--- config.mk ---
export PLATFORM = sky130hd
export DESIGN_NAME = xy_point_player
export DESIGN_NICKNAME = d
export VERILOG_FILES = /design/src/rtl/xy_point_player.sv
export SDC_FILE = /design/constraint.sdc
export NUM_CORES = 1
export LEC_CHECK = 0
export CAP_MARGIN = 30
export CELL_PAD_IN_SITES_DETAIL_PLACEMENT = 1
export CELL_PAD_IN_SITES_GLOBAL_PLACEMENT = 2
export CORE_MARGIN = 2
export CORE_UTILIZATION = 52
export CTS_BUF_LIST = sky130_fd_sc_hd__clkbuf_4 sky130_fd_sc_hd__clkbuf_8
export DETAILED_ROUTE_END_ITERATION = 8
export PLACE_DENSITY_LB_ADDON = 0.1
export SKIP_LAST_GASP = 1
export SYNTH_ARGS = -nofsm -noshare
export SYNTH_HDL_FRONTEND = slang
export SYNTH_SLANG_ARGS = --single-unit
--- constraint.sdc ---
create_clock -name clk -period 3.5 [get_ports clk]
set_input_delay 0.7 -clock clk [delete_from_list [all_inputs] [get_ports clk]]
set_output_delay 0.7 -clock clk [all_outputs]
set_load 0.03 [all_outputs]
--- src/rtl/xy_point_player.sv ---
// -----------------------------------------------------------------------------
// xy_point_player
//
// Plays a loadable list of XY points out to the vector-display DAC buses.
// Points arrive as a byte stream while playback is parked (enable_i low) and
// are stored in a small RAM. While enabled, a programmable divider paces the
// player, which steps through the list in loop, one-shot, ping-pong or hold
// mode.
//
// Ports
//   clk           system clock, rising edge
//   rst_n         asynchronous active-low reset
//   enable_i      1 = play, 0 = park outputs and allow loading
//   div_val_i     a tick occurs every div_val_i+1 clocks
//   mode_i        00 loop, 01 one-shot, 10 ping-pong, 11 hold
//   load_start_i  clears the point list (only while parked)
//   load_valid_i  byte-stream valid
//   load_data_i   byte-stream data
//   load_ready_o  byte accepted when load_valid_i & load_ready_o
//   xdac_o        registered X DAC code
//   ydac_o        registered Y DAC code
//   point_idx_o   index of the point currently on the DAC
//   npts_o        committed point count
//   blank_o       high when not actively playing
//   frame_done_o  one-cycle pulse at end of frame
// -----------------------------------------------------------------------------
module xy_point_player #(
    parameter int COORD_W = 8,
    parameter int DEPTH   = 64,
    parameter int DIV_W   = 16
) (
    input  logic                     clk,
    input  logic                     rst_n,
    input  logic                     enable_i,
    input  logic [DIV_W-1:0]         div_val_i,
    input  logic [1:0]               mode_i,
    input  logic                     load_start_i,
    input  logic                     load_valid_i,
    input  logic [7:0]               load_data_i,
    output logic                     load_ready_o,
    output logic [COORD_W-1:0]       xdac_o,
    output logic [COORD_W-1:0]       ydac_o,
    output logic [$clog2(DEPTH)-1:0] point_idx_o,
    output logic [$clog2(DEPTH):0]   npts_o,
    output logic                     blank_o,
    output logic                     frame_done_o
);

    localparam int IW   = $clog2(DEPTH);
    localparam int BPC  = (COORD_W + 7) / 8;
    localparam int NB   = 2 * BPC;          // bytes per point
    localparam int PH_W = $clog2(NB);

    localparam logic [PH_W-1:0]  LAST_PH  = PH_W'(NB - 1);
    localparam logic [PH_W-1:0]  PH_ONE   = PH_W'(1'b1);
    localparam logic [IW:0]      NPTS_MAX = (IW + 1)'(DEPTH);
    localparam logic [IW:0]      NPTS_ONE = (IW + 1)'(1'b1);
    localparam logic [IW-1:0]    IDX_ONE  = IW'(1'b1);
    localparam logic [DIV_W-1:0] CNT_ONE  = DIV_W'(1'b1);

    localparam logic [1:0] MODE_LOOP     = 2'b00;
    localparam logic [1:0] MODE_ONESHOT  = 2'b01;
    localparam logic [1:0] MODE_PINGPONG = 2'b10;
    localparam logic [1:0] MODE_HOLD     = 2'b11;

    typedef enum logic [1:0] {
        ST_IDLE = 2'b00,
        ST_PLAY = 2'b01,
        ST_DONE = 2'b10
    } state_t;

    // ---------------------------------------------------------------- loader
    logic [IW:0]        npts_q, npts_d;
    logic [PH_W-1:0]    phase_q, phase_d;
    logic [NB*8-1:0]    asm_q, asm_d;
    logic [NB*8-1:0]    asm_merge_s;
    logic               load_ready_s;
    logic               accept_s;
    logic               wr_en_s;
    logic [COORD_W-1:0] wr_x_s;
    logic [COORD_W-1:0] wr_y_s;
    logic [2*COORD_W-1:0] mem_q [DEPTH];

    assign load_ready_s = !enable_i && (npts_q < NPTS_MAX);
    // load_start wins over a coincident byte, so the byte is dropped.
    assign accept_s     = load_valid_i && load_ready_s && !load_start_i;
    assign wr_en_s      = accept_s && (phase_q == LAST_PH);

    // Byte assembly: current byte merged into its slot so the final Y byte
    // can be written straight through to RAM in the same cycle.
    always_comb begin
        asm_merge_s = asm_q;
        for (int b = 0; b < NB; b++) begin
            if (phase_q == PH_W'(b)) begin
                asm_merge_s[b*8 +: 8] = load_data_i;
            end else begin
                asm_merge_s[b*8 +: 8] = asm_q[b*8 +: 8];
            end
        end
    end

    // Bits above COORD_W in each coordinate are simply not picked up here.
    assign wr_x_s = asm_merge_s[COORD_W-1:0];
    assign wr_y_s = asm_merge_s[BPC*8 +: COORD_W];

    // Loader next-state: point count, byte phase and assembly buffer.
    always_comb begin
        npts_d  = npts_q;
        phase_d = phase_q;
        asm_d   = asm_q;
        if (load_start_i && !enable_i) begin
            npts_d  = {(IW + 1){1'b0}};
            phase_d = {PH_W{1'b0}};
        end else if (accept_s) begin
            asm_d = asm_merge_s;
            if (phase_q == LAST_PH) begin
                phase_d = {PH_W{1'b0}};
                npts_d  = npts_q + NPTS_ONE;
            end else begin
                phase_d = phase_q + PH_ONE;
            end
        end else begin
            npts_d  = npts_q;
            phase_d = phase_q;
        end
    end

    // Loader registers.
    always_ff @(posedge clk or negedge rst_n) begin
        if (!rst_n) begin
            npts_q  <= {(IW + 1){1'b0}};
            phase_q <= {PH_W{1'b0}};
            asm_q   <= {(NB * 8){1'b0}};
        end else begin
            npts_q  <= npts_d;
            phase_q <= phase_d;
            asm_q   <= asm_d;
        end
    end

    // Point RAM; contents are don't-care after reset.
    always_ff @(posedge clk) begin
        if (wr_en_s) begin
            mem_q[npts_q[IW-1:0]] <= {wr_y_s, wr_x_s};
        end
    end

    // ---------------------------------------------------------------- player
    state_t             state_q, state_d;
    logic [DIV_W-1:0]   cnt_q, cnt_d;
    logic [IW-1:0]      idx_q, idx_d;
    logic               dir_up_q, dir_up_d;
    logic [COORD_W-1:0] xdac_q, xdac_d;
    logic [COORD_W-1:0] ydac_q, ydac_d;
    logic [IW-1:0]      pidx_q, pidx_d;
    logic               blank_q, blank_d;
    logic               fd_q, fd_d;

    logic               tick_s;
    logic [IW:0]        last_s;
    logic               at_last_s;
    logic               at_first_s;
    logic               single_s;
    logic [2*COORD_W-1:0] rd_word_s;

    assign tick_s     = (state_q == ST_PLAY) && (cnt_q == div_val_i);
    assign last_s     = npts_q - NPTS_ONE;
    assign at_last_s  = ({1'b0, idx_q} == last_s);
    assign at_first_s = (idx_q == {IW{1'b0}});
    assign single_s   = (npts_q == NPTS_ONE);
    assign rd_word_s  = mem_q[idx_q];

    // Player next-state: FSM, divider, index/direction and DAC outputs.
    always_comb begin
        state_d  = state_q;
        cnt_d    = cnt_q;
        idx_d    = idx_q;
        dir_up_d = dir_up_q;
        xdac_d   = xdac_q;
        ydac_d   = ydac_q;
        pidx_d   = pidx_q;
        blank_d  = blank_q;
        fd_d     = 1'b0;
        if (!enable_i) begin
            state_d  = ST_IDLE;
            cnt_d    = {DIV_W{1'b0}};
            idx_d    = {IW{1'b0}};
            dir_up_d = 1'b1;
            xdac_d   = {COORD_W{1'b0}};
            ydac_d   = {COORD_W{1'b0}};
            pidx_d   = {IW{1'b0}};
            blank_d  = 1'b1;
        end else begin
            case (state_q)
                ST_IDLE: begin
                    cnt_d   = {DIV_W{1'b0}};
                    blank_d = 1'b1;
                    if (npts_q != {(IW + 1){1'b0}}) begin
                        state_d = ST_PLAY;
                    end else begin
                        state_d = ST_IDLE;
                    end
                end
                ST_PLAY: begin
                    if (tick_s) begin
                        cnt_d   = {DIV_W{1'b0}};
                        xdac_d  = rd_word_s[COORD_W-1:0];
                        ydac_d  = rd_word_s[2*COORD_W-1:COORD_W];
                        pidx_d  = idx_q;
                        blank_d = 1'b0;
                        case (mode_i)
                            MODE_LOOP: begin
                                dir_up_d = 1'b1;
                                fd_d     = at_last_s;
                                if (at_last_s) begin
                                    idx_d = {IW{1'b0}};
                                end else begin
                                    idx_d = idx_q + IDX_ONE;
                                end
                            end
                            MODE_ONESHOT: begin
                                dir_up_d = 1'b1;
                                if (at_last_s) begin
                                    // Last point stays on the DAC, blanked.
                                    fd_d    = 1'b1;
                                    blank_d = 1'b1;
                                    state_d = ST_DONE;
                                    idx_d   = idx_q;
                                end else begin
                                    idx_d = idx_q + IDX_ONE;
                                end
                            end
                            MODE_PINGPONG: begin
                                if (single_s) begin
                                    // One point: every output completes a frame.
                                    fd_d     = 1'b1;
                                    idx_d    = {IW{1'b0}};
                                    dir_up_d = 1'b1;
                                end else if (dir_up_q) begin
                                    if (at_last_s) begin
                                        dir_up_d = 1'b0;
                                        idx_d    = idx_q - IDX_ONE;
                                    end else begin
                                        idx_d = idx_q + IDX_ONE;
                                    end
                                end else begin
                                    if (at_first_s) begin
                                        // Point 0 on the return sweep ends the frame.
                                        fd_d     = 1'b1;
                                        dir_up_d = 1'b1;
                                        idx_d    = idx_q + IDX_ONE;
                                    end else begin
                                        idx_d = idx_q - IDX_ONE;
                                    end
                                end
                            end
                            MODE_HOLD: begin
                                // Refresh only; upward so a later ping-pong starts up.
                                idx_d    = idx_q;
                                dir_up_d = 1'b1;
                            end
                            default: begin
                                idx_d = idx_q;
                            end
                        endcase
                    end else begin
                        cnt_d = cnt_q + CNT_ONE;
                    end
                end
                ST_DONE: begin
                    cnt_d   = {DIV_W{1'b0}};
                    blank_d = 1'b1;
                end
                default: begin
                    state_d = ST_IDLE;
                    cnt_d   = {DIV_W{1'b0}};
                    blank_d = 1'b1;
                end
            endcase
        end
    end

    // Player registers.
    always_ff @(posedge clk or negedge rst_n) begin
        if (!rst_n) begin
            state_q  <= ST_IDLE;
            cnt_q    <= {DIV_W{1'b0}};
            idx_q    <= {IW{1'b0}};
            dir_up_q <= 1'b1;
            xdac_q   <= {COORD_W{1'b0}};
            ydac_q   <= {COORD_W{1'b0}};
            pidx_q   <= {IW{1'b0}};
            blank_q  <= 1'b1;
            fd_q     <= 1'b0;
        end else begin
            state_q  <= state_d;
            cnt_q    <= cnt_d;
            idx_q    <= idx_d;
            dir_up_q <= dir_up_d;
            xdac_q   <= xdac_d;
            ydac_q   <= ydac_d;
            pidx_q   <= pidx_d;
            blank_q  <= blank_d;
            fd_q     <= fd_d;
        end
    end

    assign load_ready_o = load_ready_s;
    assign xdac_o       = xdac_q;
    assign ydac_o       = ydac_q;
    assign point_idx_o  = pidx_q;
    assign npts_o       = npts_q;
    assign blank_o      = blank_q;
    assign frame_done_o = fd_q;

endmodule

After elaboration in Yosys (flattened, before gate mapping)
Memory sizes are Yosys's and may differ from the RTL's.
Index checks and enable logic that the tools add are counted.
{"block": "word_totals", "mem_bits_rw": 1024, "regBits": 73, "memories": 1}
{"block": "op_classes", "muxes": 57, "addsub": 6, "n_lt_le_gt_ge": 1, "bitwise": 1, "reduce_logical": 20, "n_eq_ne": 16}
{"name": "mem_q", "words": 64, "width": 16, "rd": 1, "rd_ports_with_merged_regs": 0, "write_ports": 1, "line_no": "82", "text": "logic [2*COORD_W-1:0] mem_q [DEPTH];"}
{"operator": "two-way mux 6 bit", "count": 12}
{"operator": "two-way mux 8 bit", "count": 8}
{"operator": "two-way mux 16 bit", "count": 3}
{"operator": "two-way mux 1 bit", "count": 23}
{"operator": "two-way mux 7 bit", "count": 3}
{"operator": "one-hot mux 6 bit (3 select lines)", "count": 1}
{"operator": "adder 16 x 1 -> 16 bit (second input constant)", "count": 1}
{"operator": "equality test 16 bit", "count": 1}
{"operator": "!= test 3 bit (second input constant)", "count": 3}
{"operator": "two-way mux 2 bit", "count": 4}
{"operator": "AND reduction 4 bit", "count": 2}
{"operator": "adder 7 x 1 -> 7 bit (second input constant)", "count": 1}
{"operator": "equality test 6 x 7 -> 1 bit", "count": 1}
{"operator": "equality test 7 x 1 -> 1 bit (second input constant)", "count": 1}
{"operator": "less-than comparator 7 bit (second input constant)", "count": 1}
{"operator": "nonzero test 7 bit", "count": 1}
{"operator": "subtractor 7 x 1 -> 7 bit (second input constant)", "count": 1}
{"operator": "adder 6 x 1 -> 6 bit (second input constant)", "count": 1}
{"operator": "equality test 2 bit (second input constant)", "count": 3}
{"operator": "logical AND 1 bit", "count": 6}
{"operator": "logical NOT 6 bit", "count": 1}
{"operator": "one-hot mux 2 bit (3 select lines)", "count": 1}
{"operator": "AND reduction 2 bit", "count": 3}
{"operator": "subtractor 6 x 1 -> 6 bit (second input constant)", "count": 1}
{"operator": "other kinds (12)", "count": 18}

Logic depth before layout (Yosys ltp)
{"block": "logic_depth", "word_depth": 9, "mapped_depth": 12, "depth_no_buf": 9}

Worst setup path after synthesis
OpenSTA, ideal clock, no wires.
{"block": "synth_timing", "kind": "input -> register", "from": "input port enable_i", "to": "memory mem_q[24][0] (netlist name), enable pin", "path_slack_ns": 0.173, "arrival_time_ns": 2.939, "stages": 8, "required_ns": 3.111, "setup_time_ns": 0.389, "path_cell_list": "nor2_1 > nand2_1 > nor2_1 > clkbuf_1 > nand2_1 > nor2_1 > nand3_1 > nor2_1"}
{"block": "synth_between", "elab_chain_cells": 7}
{"item": "from (decl)", "line_no": "34", "text": "input logic enable_i,"}
{"item": "logical NOT 1 bit"}
{"item": "logical AND 1 bit", "line_no": "84", "text": "assign load_ready_s = !enable_i && (npts_q < NPTS_MAX);"}
{"item": "logical AND 1 bit (2 in series)", "line_no": "86", "text": "assign accept_s = load_valid_i && load_ready_s && !load_start_i;"}
{"item": "logical AND 1 bit", "line_no": "87", "text": "assign wr_en_s = accept_s && (phase_q == LAST_PH);"}
{"item": "two-way mux 1 bit", "line_no": "143", "text": "if (wr_en_s) begin"}
{"item": "two-way mux 1 bit (implied by the code)", "line_no": "144", "text": "mem_q[npts_q[IW-1:0]] <= {wr_y_s, wr_x_s};"}
{"item": "to (decl)", "line_no": "82"}
Every way passes these cells.

Worst setup path after layout
{"block": "layout_timing", "from": "register idx_q[0]", "to": "register ydac_q[2], in the netlist ydac_o[2]"}
{"block": "layout_between", "elab_chain_cells": 4}
{"item": "from (decl)", "line_no": "151", "text": "logic [IW-1:0] idx_q, idx_d;"}
{"item": "from (signal assigned)", "line_no": "288", "text": "idx_q <= {IW{1'b0}};"}
{"item": "from (signal assigned)", "line_no": "298", "text": "idx_q <= idx_d;"}
{"item": "memory read (64 x 16 bit)"}
{"item": "two-way mux 8 bit", "line_no": "205", "text": "if (tick_s) begin"}
{"item": "two-way mux 8 bit", "line_no": "194", "text": "case (state_q)"}
{"item": "two-way mux 8 bit", "line_no": "184", "text": "if (!enable_i) begin"}
{"item": "to (signal assigned)", "line_no": "291", "text": "ydac_q <= {COORD_W{1'b0}};"}
{"item": "to (signal assigned)", "line_no": "301", "text": "ydac_q <= ydac_d;"}
{"item": "to (decl)", "line_no": "154", "text": "logic [COORD_W-1:0] ydac_q, ydac_d;"}
Every way passes these cells. The select of a mux whose other input is x is not followed.
A chain may end at the register's enable or synchronous reset.

==> results.txt <==
----------------------------------------------------
[Status]
  Run status ... complete, no violations

[Logic synthesis]
  Syn_nets ... 2062
  Fraction of synthesized cell area taken by the top area cell type ... 0.7117
  Flops & latches, synth ... between 1000 and 1500
  Sequential fraction of the synthesis area ... 0.7541
  Number of distinct library cells after synthesis ... 64
  Synthesis Warnings ... 0
  Leading cell types by total area after synthesis ... edfxtp_1, mux4_2, dfrtp_1, nor2_1, mux2_2
  Prevailing post-synth register cell ... edfxtp_1
  Total standard cell area after synthesis ... 0.04320 sq mm
  Mapped Cells ... 2019
  Mean cell area of the mapped netlist ... 21.40 sq um
  Number of flops mapped to enable cells by yosys ... 1024
  Cell type with the largest total area after synthesis ... edfxtp_1
  Async set-reset flop share out of synthesis ... 0.06655

[Critical path]
  Top cell family by delay on the critical path ... multiplexers
  Endpoint arrival time on the critical path ... between 3 and 4 ns
  Crit path kind ... flop to flop
  Critical Path Sink Type ... flop
  Sort of element at the start of the critical path ... flop
  Required arrival time at the worst endpoint ... around 4.2 ns
  Total buffers and inverters traversed by the critical path ... 2
  Worst path max stage delay ... 0.75 ns
  Crit Path Max Fanout ... 26
  Cell Chain, Critical Path ... buf_12 -> buf_4 -> mux4_2 -> mux4_2 -> a22oi_1 -> nand2_1 -> nand2_1 -> a21oi_1
  Worst-path cell with the longest stage delay ... dfrtp_4

[Floorplanning]
  Ports ... 63
  Row count ... 105
  Die Footprint ... 0.08541 sq mm
  Y dimension of the die ... 292.2 microns
  Chip width ... between 200 and 300 microns
  Initial cell density of the core ... 0.5262
  Area inside the core boundary ... 0.08211 sq mm

[Routing]
  Wire per inst ... 30.77 microns
  Routed via count ... 21740
  Detailed-router iteration count before antenna repair ... 5
  Residual DRC count ... 0
  DR iter-0 viols ... 2262
  Remaining antenna violation count ... 0
  Vias per inst ... 6.175
  Overall routed net length ... ~110000 microns

[Timing]
  Setup TNS ... 0 ns
  Slew @ Worst Pin ... 0.8026 ns
  Setup repair after global routing missed its margin ... no
  Slew margin rel. ... 0.4649
  Worst clock skew ... roughly 0.034 ns
  Minimum clock period ... 3.234 ns
  Final slew viol count ... 0
  Achievable clock frequency ... slightly above 300 MHz
  Endpoints failing hold ... 0
  Share of the clock period used by the worst path ... 0.9240
  Final count of negative-setup-slack endpoints ... 0

[Worst hold path]
  Hold WC Path Type ... primary input to async pin

[Clock tree]
  Number of sinks on the clock net ... 1097
  Number of buffers created by CTS ... 175
  CTS H-Tree Depth ... 4
  Reg clk slew, reported paths ... 0.06 ns
  Clock root buffer ... clkbuf_8
  Later-pin clock latency in the skew report ... 0.82 ns
  Deepest clock path buffer count ... 3
  CTS tree ... built
  Buffers inserted during post-CTS setup optimization ... 0

[Global routing]
  Combined global-route utilization of all metal layers ... 0.2640
  First-pass GRT wire length ... between 150000 and 200000 microns
  Initial antenna violation count ... 3
  Via count of the first global-routing pass ... 23280
  Largest net degree at the start of global routing ... 74
  Remaining Overflow, GRT ... 0

[Power]
  Leakage dissipation ... 15.73 nW
  Power Dens Cells ... 562.8 mW/mm^2
  Worst voltage drop across the vdd grid ... 0.5345 mV

[Place]
  Count of input and output buffers ... 62
  Detailed-placement wirelength estimate ... 66380 microns
  Placer congestion estimate ... ~0.8

[Cells and area]
  Commonest non-fill, non-tap cells in the layout ... edfxtp_1, mux4_2, clkbuf_8
  Proportion of layout cells with a drive suffix above 1 ... 0.3227
  Final-layout fill cell count ... 6854
  Sequential cell area ... 0.03259 sq mm
  Post-layout util ... 0.6080
  Net count reported at finish ... 2352
  Post-synthesis to final-layout area growth ... 15.56%
  Most common cell after layout, fill and taps aside ... edfxtp_1
  Area taken by multi-input logic gates ... 0.01011 sq mm

[Job]
  Maximum Capacitance Violations ... 0

----------------------------------------------------
-- metrics by stage --
| stage | power (mW) | hold slack [ns] | cells | setup slack [ns] | instance area, sq um |
|---|---|---|---|---|---|
| floorplan | 16.82 | 0.4044 | 2019 | 0.1728 | 43200 |
| global placement | 17.64 | 0.4725 | 3198 | 0.1400 | 46490 |
| finish | 28.10 | 0.3590 | 3520 | 0.2659 | 49930 |
| detailed placement | 17.86 | 0.4691 | 3200 | 0.09905 | 46530 |
| CTS | 28.33 | 0.4561 | 3517 | 0.1477 | 49890 |
| global route | 29.03 | 0.3303 | 3519 | 0.03100 | 49920 |
-- per-layer routing --
metal  track usage  part of all wire  up-vias
met5             0           0.00012        -
met4       0.07996             0.024        2
met3       0.05607             0.075      165
met2        0.4146              0.48      830
met1        0.3779              0.42    11750
li1              -                 -     8991
-- what timing repair did --
| item | CTS | global route |
|---|---|---|
| setup endpoints to repair | 0 | 1 |
| resized for setup | 0 | 1 |
| endpoints found under the hold margin | 7 | 0 |
| hold buffers | 1 | 0 |
-- flip-flops by register name (all words and copies together) (netlist names) --
register,cells
state_q,2
ydac_o,8
npts_o,7
mem_q,1024
point_idx_o,6
blank_o,1
asm_q,16
xdac_o,8
frame_done_o,1
dir_up_q,1
idx_q,6
cnt_q,16
phase_q,1
-- cells in the mapped netlist (all sizes together) (26+ instances only) --
| cell | number |
|---|---|
| edfxtp | 1024 |
| mux4 | 314 |
| nor2 | 105 |
| nand2 | 89 |
| dfrtp | 71 |
| clkbuf | 67 |
| buf | 40 |
| a22oi | 33 |
| mux2 | 32 |
| a21oi | 28 |
| nand3 | 28 |
| xor2 | 26 |
-- final cells by class --
type / instances / area share
inverter: 13 / 0.001504
timing repair buffer: 220 / 0.04912
multi-input combinational: 802 / 0.2025
clock inverter: 83 / 0.009899
sequential: 1097 / 0.6528
antenna: 2 / 0.0001002
clock buffer: 233 / 0.05721
tap: 1070 / 0.02681
-- path summary, 6_finish.rpt --
check                                      from               endpoint  slack [ns]  cells past startpoint
max in group asynchronous                 rst_n    blank_o$_DFFE_PN1N_        2.52                      3
hold / removal                            rst_n  xdac_o[5]$_DFFE_PN0P_        0.36                      2
setup reg to reg           idx_q[0]$_DFFE_PN0P_  ydac_o[2]$_DFFE_PN0P_        0.27                      8
min in group clk            blank_o$_DFFE_PN1N_    blank_o$_DFFE_PN1N_        0.48                      2
hold reg to reg             blank_o$_DFFE_PN1N_    blank_o$_DFFE_PN1N_        0.48                      2
setup / recovery           idx_q[0]$_DFFE_PN0P_  ydac_o[2]$_DFFE_PN0P_        0.27                      8
-- kinds of logic after synthesis --
group | count (synthesis) | share of synthesized area
DFF | 1097 | 0.7541
and+or+nand+nor | 287 | 0.03021
buffers and inverters | 120 | 0.01208
muxes | 351 | 0.1732
AOI/OAI and AO/OA | 104 | 0.01726
xor gates and xnor gates | 48 | 0.009731
adders and majority gates | 12 | 0.003475
-- where the power goes --
group / internal, mW / switching (mW) / total [mW]
sequential: 15.6 / 0.0664 / 15.6
clock: 5.55 / 4.98 / 10.5
combinational: 0.345 / 1.59 / 1.93
Note: power is estimated with default switching activity, not from simulation.
